## src/rtl/sp_ram_ctrl_if.sv

```systemverilog
// rtl/sp_ram_ctrl_if.sv - request/response streams and RAM port of the single-port RAM controller
interface sp_ram_ctrl_if #(
  parameter int ADDR_WIDTH = 4,
  parameter int DATA_WIDTH = 8
);
  logic                  req_valid;
  logic                  req_ready;
  logic                  req_we;
  logic [ADDR_WIDTH-1:0] req_addr;
  logic [DATA_WIDTH-1:0] req_wdata;
  logic [DATA_WIDTH-1:0] req_bw;
  logic                  rsp_valid;
  logic                  rsp_ready;
  logic [DATA_WIDTH-1:0] rsp_rdata;
  logic                  init_done;
  logic [ADDR_WIDTH-1:0] mem_a;
  logic [DATA_WIDTH-1:0] mem_di;
  logic [DATA_WIDTH-1:0] mem_bw;
  logic                  mem_ce;
  logic                  mem_rdwen;
  logic [DATA_WIDTH-1:0] mem_do;

  modport slave (
    input  req_valid, req_we, req_addr, req_wdata, req_bw, rsp_ready, mem_do,
    output req_ready, rsp_valid, rsp_rdata, init_done,
    output mem_a, mem_di, mem_bw, mem_ce, mem_rdwen
  );

  modport master (
    output req_valid, req_we, req_addr, req_wdata, req_bw, rsp_ready, mem_do,
    input  req_ready, rsp_valid, rsp_rdata, init_done,
    input  mem_a, mem_di, mem_bw, mem_ce, mem_rdwen
  );
endinterface

```

## src/rtl/sp_ram_ctrl.sv

```systemverilog
// rtl/sp_ram_ctrl.sv - single-port RAM requester with optional zero-fill and credit-based response FIFO
module sp_ram_ctrl #(
  parameter int ADDR_WIDTH = 4,
  parameter int DATA_WIDTH = 8,
  parameter int RSP_DEPTH  = 3,
  parameter int INIT_ZERO  = 1
) (
  input  logic        clk,
  input  logic        rst,
  sp_ram_ctrl_if.slave bus
);
  localparam int DEPTH = 1 << ADDR_WIDTH;
  localparam int CW    = $clog2(RSP_DEPTH + 1);
  localparam int PW    = (RSP_DEPTH > 1) ? $clog2(RSP_DEPTH) : 1;
  localparam logic [ADDR_WIDTH-1:0] CNT_LAST = ADDR_WIDTH'(DEPTH - 1);
  localparam logic [CW:0]           CREDITS  = (CW + 1)'(RSP_DEPTH);
  localparam logic [PW-1:0]         PTR_LAST = PW'(RSP_DEPTH - 1);

  typedef enum logic {S_INIT, S_RUN} state_t;

  state_t                state, state_next;
  logic [ADDR_WIDTH-1:0] init_cnt;
  logic [DATA_WIDTH-1:0] fifo_mem [RSP_DEPTH];
  logic [PW-1:0]         wr_ptr, rd_ptr;
  logic [CW-1:0]         fifo_count;
  logic                  rd_inflight;
  logic                  credit, accept, push, pop;

  // A read in flight has a FIFO slot reserved, so a push can never overflow.
  assign credit = ({1'b0, fifo_count} + {{CW{1'b0}}, rd_inflight}) < CREDITS;
  assign push   = rd_inflight;
  assign pop    = bus.rsp_valid & bus.rsp_ready;

  assign bus.rsp_valid = ~rst & (fifo_count != '0);
  assign bus.rsp_rdata = fifo_mem[rd_ptr];
  assign bus.init_done = (state == S_RUN);

  always_ff @(posedge clk) begin
    if (rst) state <= S_INIT;
    else     state <= state_next;
  end

  always_comb begin
    state_next    = state;
    accept        = 1'b0;
    bus.req_ready = 1'b0;
    bus.mem_ce    = 1'b0;
    bus.mem_rdwen = 1'b0;
    bus.mem_a     = '0;
    bus.mem_di    = '0;
    bus.mem_bw    = '0;
    if (!rst) begin
      unique case (state)
        S_INIT: begin
          if (INIT_ZERO != 0) begin
            bus.mem_ce    = 1'b1;
            bus.mem_rdwen = 1'b1;
            bus.mem_bw    = '1;
            bus.mem_a     = init_cnt;
            if (init_cnt == CNT_LAST) state_next = S_RUN;
          end else begin
            state_next = S_RUN;
          end
        end
        S_RUN: begin
          bus.req_ready = credit;
          accept        = credit & bus.req_valid;
          if (accept) begin
            bus.mem_ce    = 1'b1;
            bus.mem_rdwen = bus.req_we;
            bus.mem_a     = bus.req_addr;
            bus.mem_di    = bus.req_wdata;
            bus.mem_bw    = bus.req_we ? bus.req_bw : '0;
          end
        end
      endcase
    end
  end

  always_ff @(posedge clk) begin
    if (rst) begin
      init_cnt    <= '0;
      rd_inflight <= 1'b0;
      wr_ptr      <= '0;
      rd_ptr      <= '0;
      fifo_count  <= '0;
    end else begin
      if (state == S_INIT) init_cnt <= init_cnt + 1'b1;
      rd_inflight <= accept & ~bus.req_we;
      if (push) wr_ptr <= (wr_ptr == PTR_LAST) ? '0 : wr_ptr + 1'b1;
      if (pop)  rd_ptr <= (rd_ptr == PTR_LAST) ? '0 : rd_ptr + 1'b1;
      unique case ({push, pop})
        2'b10:   fifo_count <= fifo_count + 1'b1;
        2'b01:   fifo_count <= fifo_count - 1'b1;
        default: fifo_count <= fifo_count;
      endcase
    end
  end

  // RAM DO is valid the cycle after a read strobe, which is exactly when rd_inflight is set.
  always_ff @(posedge clk) begin
    if (push) fifo_mem[wr_ptr] <= bus.mem_do;
  end
endmodule
```

## src/flat_wrapper.sv

```systemverilog
// flat-port wrapper written by rule: the top's interface ports become plain ports
module sp_ram_ctrl_flat 
#(
  parameter int ADDR_WIDTH = 4,
  parameter int DATA_WIDTH = 8,
  parameter int RSP_DEPTH  = 3,
  parameter int INIT_ZERO  = 1
)
  (clk, rst, bus_req_valid, bus_req_we, bus_req_addr, bus_req_wdata, bus_req_bw, bus_rsp_ready, bus_mem_do, bus_req_ready, bus_rsp_valid, bus_rsp_rdata, bus_init_done, bus_mem_a, bus_mem_di, bus_mem_bw, bus_mem_ce, bus_mem_rdwen);
  sp_ram_ctrl_if #(.ADDR_WIDTH(ADDR_WIDTH), .DATA_WIDTH(DATA_WIDTH)) bus_i ();
  input  logic clk;
  input  logic rst;
  input wire logic [$bits(bus_i.req_valid)-1:0] bus_req_valid;
  input wire logic [$bits(bus_i.req_we)-1:0] bus_req_we;
  input wire logic [$bits(bus_i.req_addr)-1:0] bus_req_addr;
  input wire logic [$bits(bus_i.req_wdata)-1:0] bus_req_wdata;
  input wire logic [$bits(bus_i.req_bw)-1:0] bus_req_bw;
  input wire logic [$bits(bus_i.rsp_ready)-1:0] bus_rsp_ready;
  input wire logic [$bits(bus_i.mem_do)-1:0] bus_mem_do;
  output wire logic [$bits(bus_i.req_ready)-1:0] bus_req_ready;
  output wire logic [$bits(bus_i.rsp_valid)-1:0] bus_rsp_valid;
  output wire logic [$bits(bus_i.rsp_rdata)-1:0] bus_rsp_rdata;
  output wire logic [$bits(bus_i.init_done)-1:0] bus_init_done;
  output wire logic [$bits(bus_i.mem_a)-1:0] bus_mem_a;
  output wire logic [$bits(bus_i.mem_di)-1:0] bus_mem_di;
  output wire logic [$bits(bus_i.mem_bw)-1:0] bus_mem_bw;
  output wire logic [$bits(bus_i.mem_ce)-1:0] bus_mem_ce;
  output wire logic [$bits(bus_i.mem_rdwen)-1:0] bus_mem_rdwen;
  assign bus_i.req_valid = bus_req_valid;
  assign bus_i.req_we = bus_req_we;
  assign bus_i.req_addr = bus_req_addr;
  assign bus_i.req_wdata = bus_req_wdata;
  assign bus_i.req_bw = bus_req_bw;
  assign bus_i.rsp_ready = bus_rsp_ready;
  assign bus_i.mem_do = bus_mem_do;
  assign bus_req_ready = bus_i.req_ready;
  assign bus_rsp_valid = bus_i.rsp_valid;
  assign bus_rsp_rdata = bus_i.rsp_rdata;
  assign bus_init_done = bus_i.init_done;
  assign bus_mem_a = bus_i.mem_a;
  assign bus_mem_di = bus_i.mem_di;
  assign bus_mem_bw = bus_i.mem_bw;
  assign bus_mem_ce = bus_i.mem_ce;
  assign bus_mem_rdwen = bus_i.mem_rdwen;
  sp_ram_ctrl #(.ADDR_WIDTH(ADDR_WIDTH), .DATA_WIDTH(DATA_WIDTH), .RSP_DEPTH(RSP_DEPTH), .INIT_ZERO(INIT_ZERO)) u_core (.clk(clk), .rst(rst), .bus(bus_i));
endmodule
```

## config.mk

```make
export PLATFORM = sky130hd
export DESIGN_NAME = sp_ram_ctrl_flat
export DESIGN_NICKNAME = d
export VERILOG_FILES = /design/src/rtl/sp_ram_ctrl_if.sv /design/src/rtl/sp_ram_ctrl.sv /design/src/flat_wrapper.sv
export SDC_FILE = /design/constraint.sdc
export NUM_CORES = 1
export LEC_CHECK = 0
export ABC_AREA = 1
export CAP_MARGIN = 20
export CORE_MARGIN = 10
export CORE_UTILIZATION = 48
export DETAILED_ROUTE_END_ITERATION = 7
export PLACE_DENSITY = 0.83
export SLEW_MARGIN = 0
export SYNTH_ARGS = -nofsm -noshare
export SYNTH_HDL_FRONTEND = slang
export SYNTH_SLANG_ARGS = --single-unit
```

## constraint.sdc

```tcl
create_clock -name clk -period 5.24 [get_ports clk]
set_clock_uncertainty 0.2 [all_clocks]
set_input_delay 0.786 -clock clk [delete_from_list [all_inputs] [get_ports clk]]
set_output_delay 0.786 -clock clk [all_outputs]
set_load 0.02 [all_outputs]
```

# After elaboration in Yosys (flattened, before gate mapping)
# Memory sizes are Yosys's and may differ from the RTL's. A register that Yosys moved wholly into a read port is not among the register bits.
# Cells that the tools add are included.
dict set report totals {
  ff_bits 12
  ram_bits 24
  output_inout_bits 33
  memories 1
}
# memory depth word_bits read_ports rd_clocked_by_memory_dff wr line_no
set mem_list {}
lappend mem_list {u_core.fifo_mem 3 8 1 1 1 sp_ram_ctrl.sv:23} ;# logic [DATA_WIDTH-1:0] fifo_mem [RSP_DEPTH];
dict set report op_classes {
  add_sub_neg 6
  n_lt_le_gt_ge 1
  eq_ne 5
  mux 29
  n_bitwise 7
  reduce_logical 2
}
# operator n
set op_table {}
lappend op_table {{8-bit two-way mux} 6}
lappend op_table {{8-bit case mux with 2 select lines} 1}
lappend op_table {{1-bit two-way mux} 12}
lappend op_table {{2-bit two-way mux} 4}
lappend op_table {{4-bit two-way mux} 2}
lappend op_table {{4-bit case mux with 2 select lines} 1}
lappend op_table {{2-bit by 1-bit adder with 2-bit output (second input constant)} 3}
lappend op_table {{2-bit equality test (second input constant)} 3}
lappend op_table {{4-bit by 1-bit adder with 4-bit output (second input constant)} 1}
lappend op_table {{1-bit AND} 4}
lappend op_table {{4-bit equality test (second input constant)} 1}
lappend op_table {{1-bit case mux with 2 select lines} 2}
lappend op_table {{2-bit case mux with 2 select lines} 1}
lappend op_table {{2-bit nonzero test} 2}
lappend op_table {{2-bit by 1-bit adder with 3-bit output} 1}
lappend op_table {{3-bit by 2-bit < comparator with 1-bit output (second input constant)} 1}
lappend op_table {{1-bit inverter} 3}
lappend op_table {{2-bit by 1-bit equality test with 1-bit output (second input constant)} 1}
lappend op_table {{2-bit by 1-bit subtractor with 2-bit output (second input constant)} 1}

# Logic depth before layout (Yosys ltp)
dict set report logic_depth {
  word_depth 6
  mapped_depth 10
  depth_no_buf 10
}

# Least setup slack after synthesis
# No wires, ideal clock.
dict set report synth_timing {
  path_kind {register to output}
  from {register u_core.rd_inflight, in the netlist u_core.push}
  to {output bus_mem_bw[7]}
  arrival_ns 1.532
  required_time_ns 4.254
  path_slack_ns 2.722
  stages_incl_launch_ff 8
  n_path_buf 0
  path_cell_list {dfxtp_1 ha_1 ha_1 nand2_2 nand3_4 nand2_2 nand2_2 nor3_1}
}
dict set report synth_via {
  elab_chain_len 6
}
# item line_no
set synth_rtl {}
lappend synth_rtl {{start: declaration} sp_ram_ctrl.sv:26} ;# logic rd_inflight;
lappend synth_rtl {{start signal: assignment} sp_ram_ctrl.sv:89} ;# rd_inflight <= accept & ~bus.req_we;
lappend synth_rtl {{2-bit by 1-bit adder with 3-bit output} sp_ram_ctrl.sv:30} ;# assign credit = ({1'b0, fifo_count} + {{CW{1'b0}}, rd_inflight}) < CREDITS;
lappend synth_rtl {{3-bit by 2-bit < comparator with 1-bit output} sp_ram_ctrl.sv:30}
lappend synth_rtl {{1-bit AND} sp_ram_ctrl.sv:67} ;# accept = credit & bus.req_valid;
lappend synth_rtl {{8-bit two-way mux} sp_ram_ctrl.sv:68} ;# if (accept) begin
lappend synth_rtl {{8-bit case mux with 2 select lines} sp_ram_ctrl.sv:53} ;# unique case (state)
lappend synth_rtl {{8-bit two-way mux} sp_ram_ctrl.sv:52} ;# if (!rst) begin
lappend synth_rtl {{end: declaration} flat_wrapper.sv:26} ;# output wire logic [$bits(bus_i.mem_bw)-1:0] bus_mem_bw;
# Every way passes these cells.

# Worst setup path after layout
dict set report layout_timing {
  from {input rst}
  to {output bus_mem_bw[7]}
}
dict set report layout_via {
  elab_chain_len 1
}
# item line_no
set layout_rtl {}
lappend layout_rtl {{start: declaration} flat_wrapper.sv:12} ;# input logic rst;
lappend layout_rtl {{8-bit two-way mux} sp_ram_ctrl.sv:52}
# Every way passes these cells.

==> results.rst <==
.. list-table::
   :header-rows: 1

   * - Metric
     - Value
   * - Horizontal extent of the die
     - between 80 and 90 um
   * - Critical path's top delay family
     - buffers and inverters
   * - Final WL
     - approximately 4400 um
   * - Max FO, Critical Path
     - 11
   * - Die area
     - 6815 um2
   * - Worst setup SP type
     - input port
   * - Routed met2 length
     - approximately 1800 um
   * - Flop and latch count out of synthesis
     - 38
   * - Number of distinct library cells after synthesis
     - 26
   * - PnR worst setup slack
     - about 1600 ps
   * - Dpl ws
     - between 1500 and 2000 ps
   * - Pin count of the biggest net entering global routing
     - 16
   * - Highest layer used for signal routing
     - met4
   * - Power Dens Cells
     - 218.9 nW/um2
   * - Antenna-violating nets left
     - 0
   * - Final hold violation count
     - 0
   * - HP Class
     - reg2reg
   * - Global-route wire length before repair
     - between 7000 and 8000 um
   * - Final cycle utilization of the critical path
     - 0.6879
   * - Slowest library cell on the worst path
     - sky130_fd_sc_hd__clkdlybuf4s50_1
   * - GP Congestion
     - about 0.81
   * - NumNets Final
     - just over 300
   * - Final count of pins violating max slew
     - 0
   * - Total number of clock tree sinks
     - 38
   * - Vias
     - about 1,600
   * - Core Box Area
     - about 3700 um2
   * - Hold buffer count at CTS
     - 0
   * - Number of resized instances in the post-cts repair step
     - 0
   * - Vias in the first global route
     - ~1,600
   * - Critical Setup Path Class
     - in2out
   * - Post-CTS Setup Repair Bufs
     - 0
   * - H-Tree Level Count
     - 2
   * - Critical Path RT
     - 4250 ps
   * - Met1 WL
     - 1709 um
   * - Clock slew at the register clock pins of the worst setup and hold paths
     - 70 ps
   * - Yosys synthesis warning count
     - 0
   * - Minimum clock period after layout
     - about 3600 ps
   * - Number of buffers inserted during clock tree synthesis
     - 5
   * - Largest incremental delay on the critical path
     - approximately 640 ps
   * - # rows
     - 22
   * - CTS Buffer Depth
     - 2
   * - Relative area change from synthesis to final layout
     - 39.71%
   * - Layout cell share with drive strength beyond 1
     - 0.1148
   * - Ant diodes
     - 0
   * - Net switching fraction of the power
     - 0.2216
   * - All-Layer GR Usage
     - 0.1400
   * - Peak VDD IR
     - between 0.08 and 0.09 mV
   * - Routed length on met3
     - a little under 800 um
   * - Iter 0 DRT Violations
     - 46
   * - Area occupied by registers
     - around 1000 um2
   * - Number of buffers added on ports
     - 65
   * - Worst-path cell chain
     - clkdlybuf4s50_1, inv_8, nand2_2, nor3_1, clkdlybuf4s50_1
   * - WL per Instance
     - 13.93 um
   * - Run status
     - finished clean
   * - Synthesized netlist cell count
     - 202
   * - Endpoint kind of the worst setup timing path
     - primary output
   * - Worst Path Buf+Inv
     - 3
   * - Final setup violating endpoints
     - 0
   * - Post-synthesis async set-or-reset flop share
     - 0
   * - Placed wire-length estimate
     - about 3500 um
   * - Final setup TNS
     - 0 ps
   * - P_leak
     - roughly 0.0011 uW
   * - Synthesized netlist net count
     - 239
   * - Most numerous cell on the critical path
     - sky130_fd_sc_hd__clkdlybuf4s50_1
   * - Worst rel slew slack
     - 0.6358
   * - Skew-Pair Late Insertion Delay
     - approximately 290 ps
   * - Max-capacitance violation count
     - 0
   * - Part of the Yosys area used for sequential elements
     - 0.5330
   * - Final global-route overflow total
     - 0
   * - Data arrival at the endpoint of the critical path
     - between 2000 and 3000 ps
   * - Tightest Pin Transition
     - roughly 550 ps
   * - Main synth FF type
     - sky130_fd_sc_hd__edfxtp_1
   * - Number of synthesized flops with an enable pin
     - 24
   * - Unrepaired setup endpoints after global routing
     - no
   * - Fraction of power consumed by the clock network
     - 0.330
   * - Initial core utilization
     - 0.5054
   * - Part of the power in registers
     - 0.559
   * - Pint
     - 447.1 uW
   * - Clock tree from TritonCTS
     - yes
   * - Area occupied by multi-input gates
     - 688.2 um2
   * - Ports placed on the boundary
     - 66
   * - Switching Power
     - between 100 and 150 uW
   * - Most common library cell in the layout ignoring fill and taps
     - sky130_fd_sc_hd__clkdlybuf4s50_1
   * - Total of fill cells in the finished design
     - approximately 280
   * - Average via count per standard cell
     - 4.925
   * - Most frequent cells in the layout
     - sky130_fd_sc_hd__clkdlybuf4s50_1 (65), sky130_fd_sc_hd__nor2_1 (42), sky130_fd_sc_hd__inv_1 (27), sky130_fd_sc_hd__a21oi_1 (24), sky130_fd_sc_hd__edfxtp_1 (24)
   * - Maximum clock rate
     - 277.4 MHz
   * - Clock root buffer master
     - sky130_fd_sc_hd__clkbuf_8
   * - Antenna violations before repair
     - 0
   * - Total standard cell area after synthesis
     - between 1500 and 2000 um2
   * - Number of remaining DRC errors
     - 0
   * - Combinational share of power
     - 0.111
   * - Pre-antenna DRT Iters
     - 4
   * - Mean instance size in the synthesized netlist
     - around 9.3 um2
   * - Die Ht
     - a little over 80 um
==> worst register-to-register path, stage by stage (launching register included) <==
cell                      delay, ps
sky130_fd_sc_hd__dfxtp_1        390
sky130_fd_sc_hd__inv_1          100
sky130_fd_sc_hd__nand2_1         80
sky130_fd_sc_hd__nand3_1        110
sky130_fd_sc_hd__inv_1          100
sky130_fd_sc_hd__ha_1           250
sky130_fd_sc_hd__nor2_1         150
sky130_fd_sc_hd__nand3_1         80
sky130_fd_sc_hd__nand2_1         60
sky130_fd_sc_hd__nor2_1          40
==> flip-flops by register name, indices dropped and copies added, names as in the netlist, named ones only <==
register and count:
u_core.fifo_mem 24, u_core.init_cnt 4, u_core.fifo_count 2, u_core.rd_ptr 2, u_core.wr_ptr 2, u_core.bus.init_done 1, u_core.push 1
==> metrics by stage <==
stage / std cells / area (um2) / power, uW / util / hold slack (ps)
floorplan: 202 / 1878 / 352.8 / - / 243.4
global placement: 310 / 2541 / 391.2 / 0.6838 / 256.0
detailed placement: 310 / 2541 / 391.9 / 0.6838 / 256.3
CTS: 318 / 2624 / 579.8 / 0.7061 / 271.8
global route: 318 / 2624 / 598.6 / 0.7061 / 296.2
finish: 318 / 2624 / 574.5 / 0.7061 / 274.5
==> power groups by stage <==
stage	registers, uW	clock network [uW]	logic (uW)
after detailed placement	328	0	64.1
after global placement	328	0	63.4
after floorplan	328	0	25.2
after CTS	321	194	64.5
final	321	190	63.6
after global routing	321	208	69.4
==> layer usage <==
metal,global-route usage,vias up
li1,-,794
met1,0.1429,694
met2,0.2037,71
met3,0.1145,7
met4,0.06522,0
met5,0,-
==> synth_stat cells, types with 2 or more instances <==
cell | number | share of area
sky130_fd_sc_hd__a21oi_1 | 24 | 0.064
sky130_fd_sc_hd__buf_2 | 2 | 0.0053
sky130_fd_sc_hd__buf_6 | 4 | 0.024
sky130_fd_sc_hd__dfxtp_1 | 14 | 0.15
sky130_fd_sc_hd__edfxtp_1 | 24 | 0.38
sky130_fd_sc_hd__ha_1 | 4 | 0.027
sky130_fd_sc_hd__inv_1 | 27 | 0.054
sky130_fd_sc_hd__inv_8 | 2 | 0.012
sky130_fd_sc_hd__nand2_1 | 23 | 0.046
sky130_fd_sc_hd__nand2_2 | 3 | 0.010
sky130_fd_sc_hd__nand2_4 | 2 | 0.012
sky130_fd_sc_hd__nand3_1 | 6 | 0.016
sky130_fd_sc_hd__nor2_1 | 42 | 0.084
sky130_fd_sc_hd__nor2_2 | 3 | 0.010
sky130_fd_sc_hd__nor3_1 | 2 | 0.0053
sky130_fd_sc_hd__nor3_2 | 7 | 0.037
sky130_fd_sc_hd__o21ai_0 | 4 | 0.011
==> path summary, 6_finish.rpt <==
check | end | depth (start not counted) | from | slack, ps
worst max-delay path | bus_mem_bw[7] | 5 | rst | 1640
worst min-delay path | u_core.wr_ptr[1]$_SDFFE_PP0P_ | 2 | u_core.wr_ptr[1]$_SDFFE_PP0P_ | 270
worst max register to register | u_core.fifo_count[1]$_SDFFE_PP0P_ | 9 | u_core.fifo_count[0]$_SDFFE_PP0P_ | 3570
worst min register to register | u_core.wr_ptr[1]$_SDFFE_PP0P_ | 2 | u_core.wr_ptr[1]$_SDFFE_PP0P_ | 270
==> cell families (layout without fill, tap and decap cells) <==
| family | Yosys count | in the layout | share of synthesized area |
|---|---|---|---|
| compound gates | 30 | 30 | 0.08128 |
| buf+inv | 37 | 105 | 0.1006 |
| simple gates | 93 | 93 | 0.2585 |
| fa+ha+maj | 4 | 4 | 0.02665 |
| flops | 38 | 38 | 0.5330 |
==> final cells by class <==
class	count	area share
clock buffer	6	0.02766
multi-input combinational	127	0.2623
timing repair buffer	66	0.2508
sequential	38	0.3815
clock inverter	2	0.003815
inverter	31	0.05103
tap	48	0.02289
(Power assumes the default switching activity.)
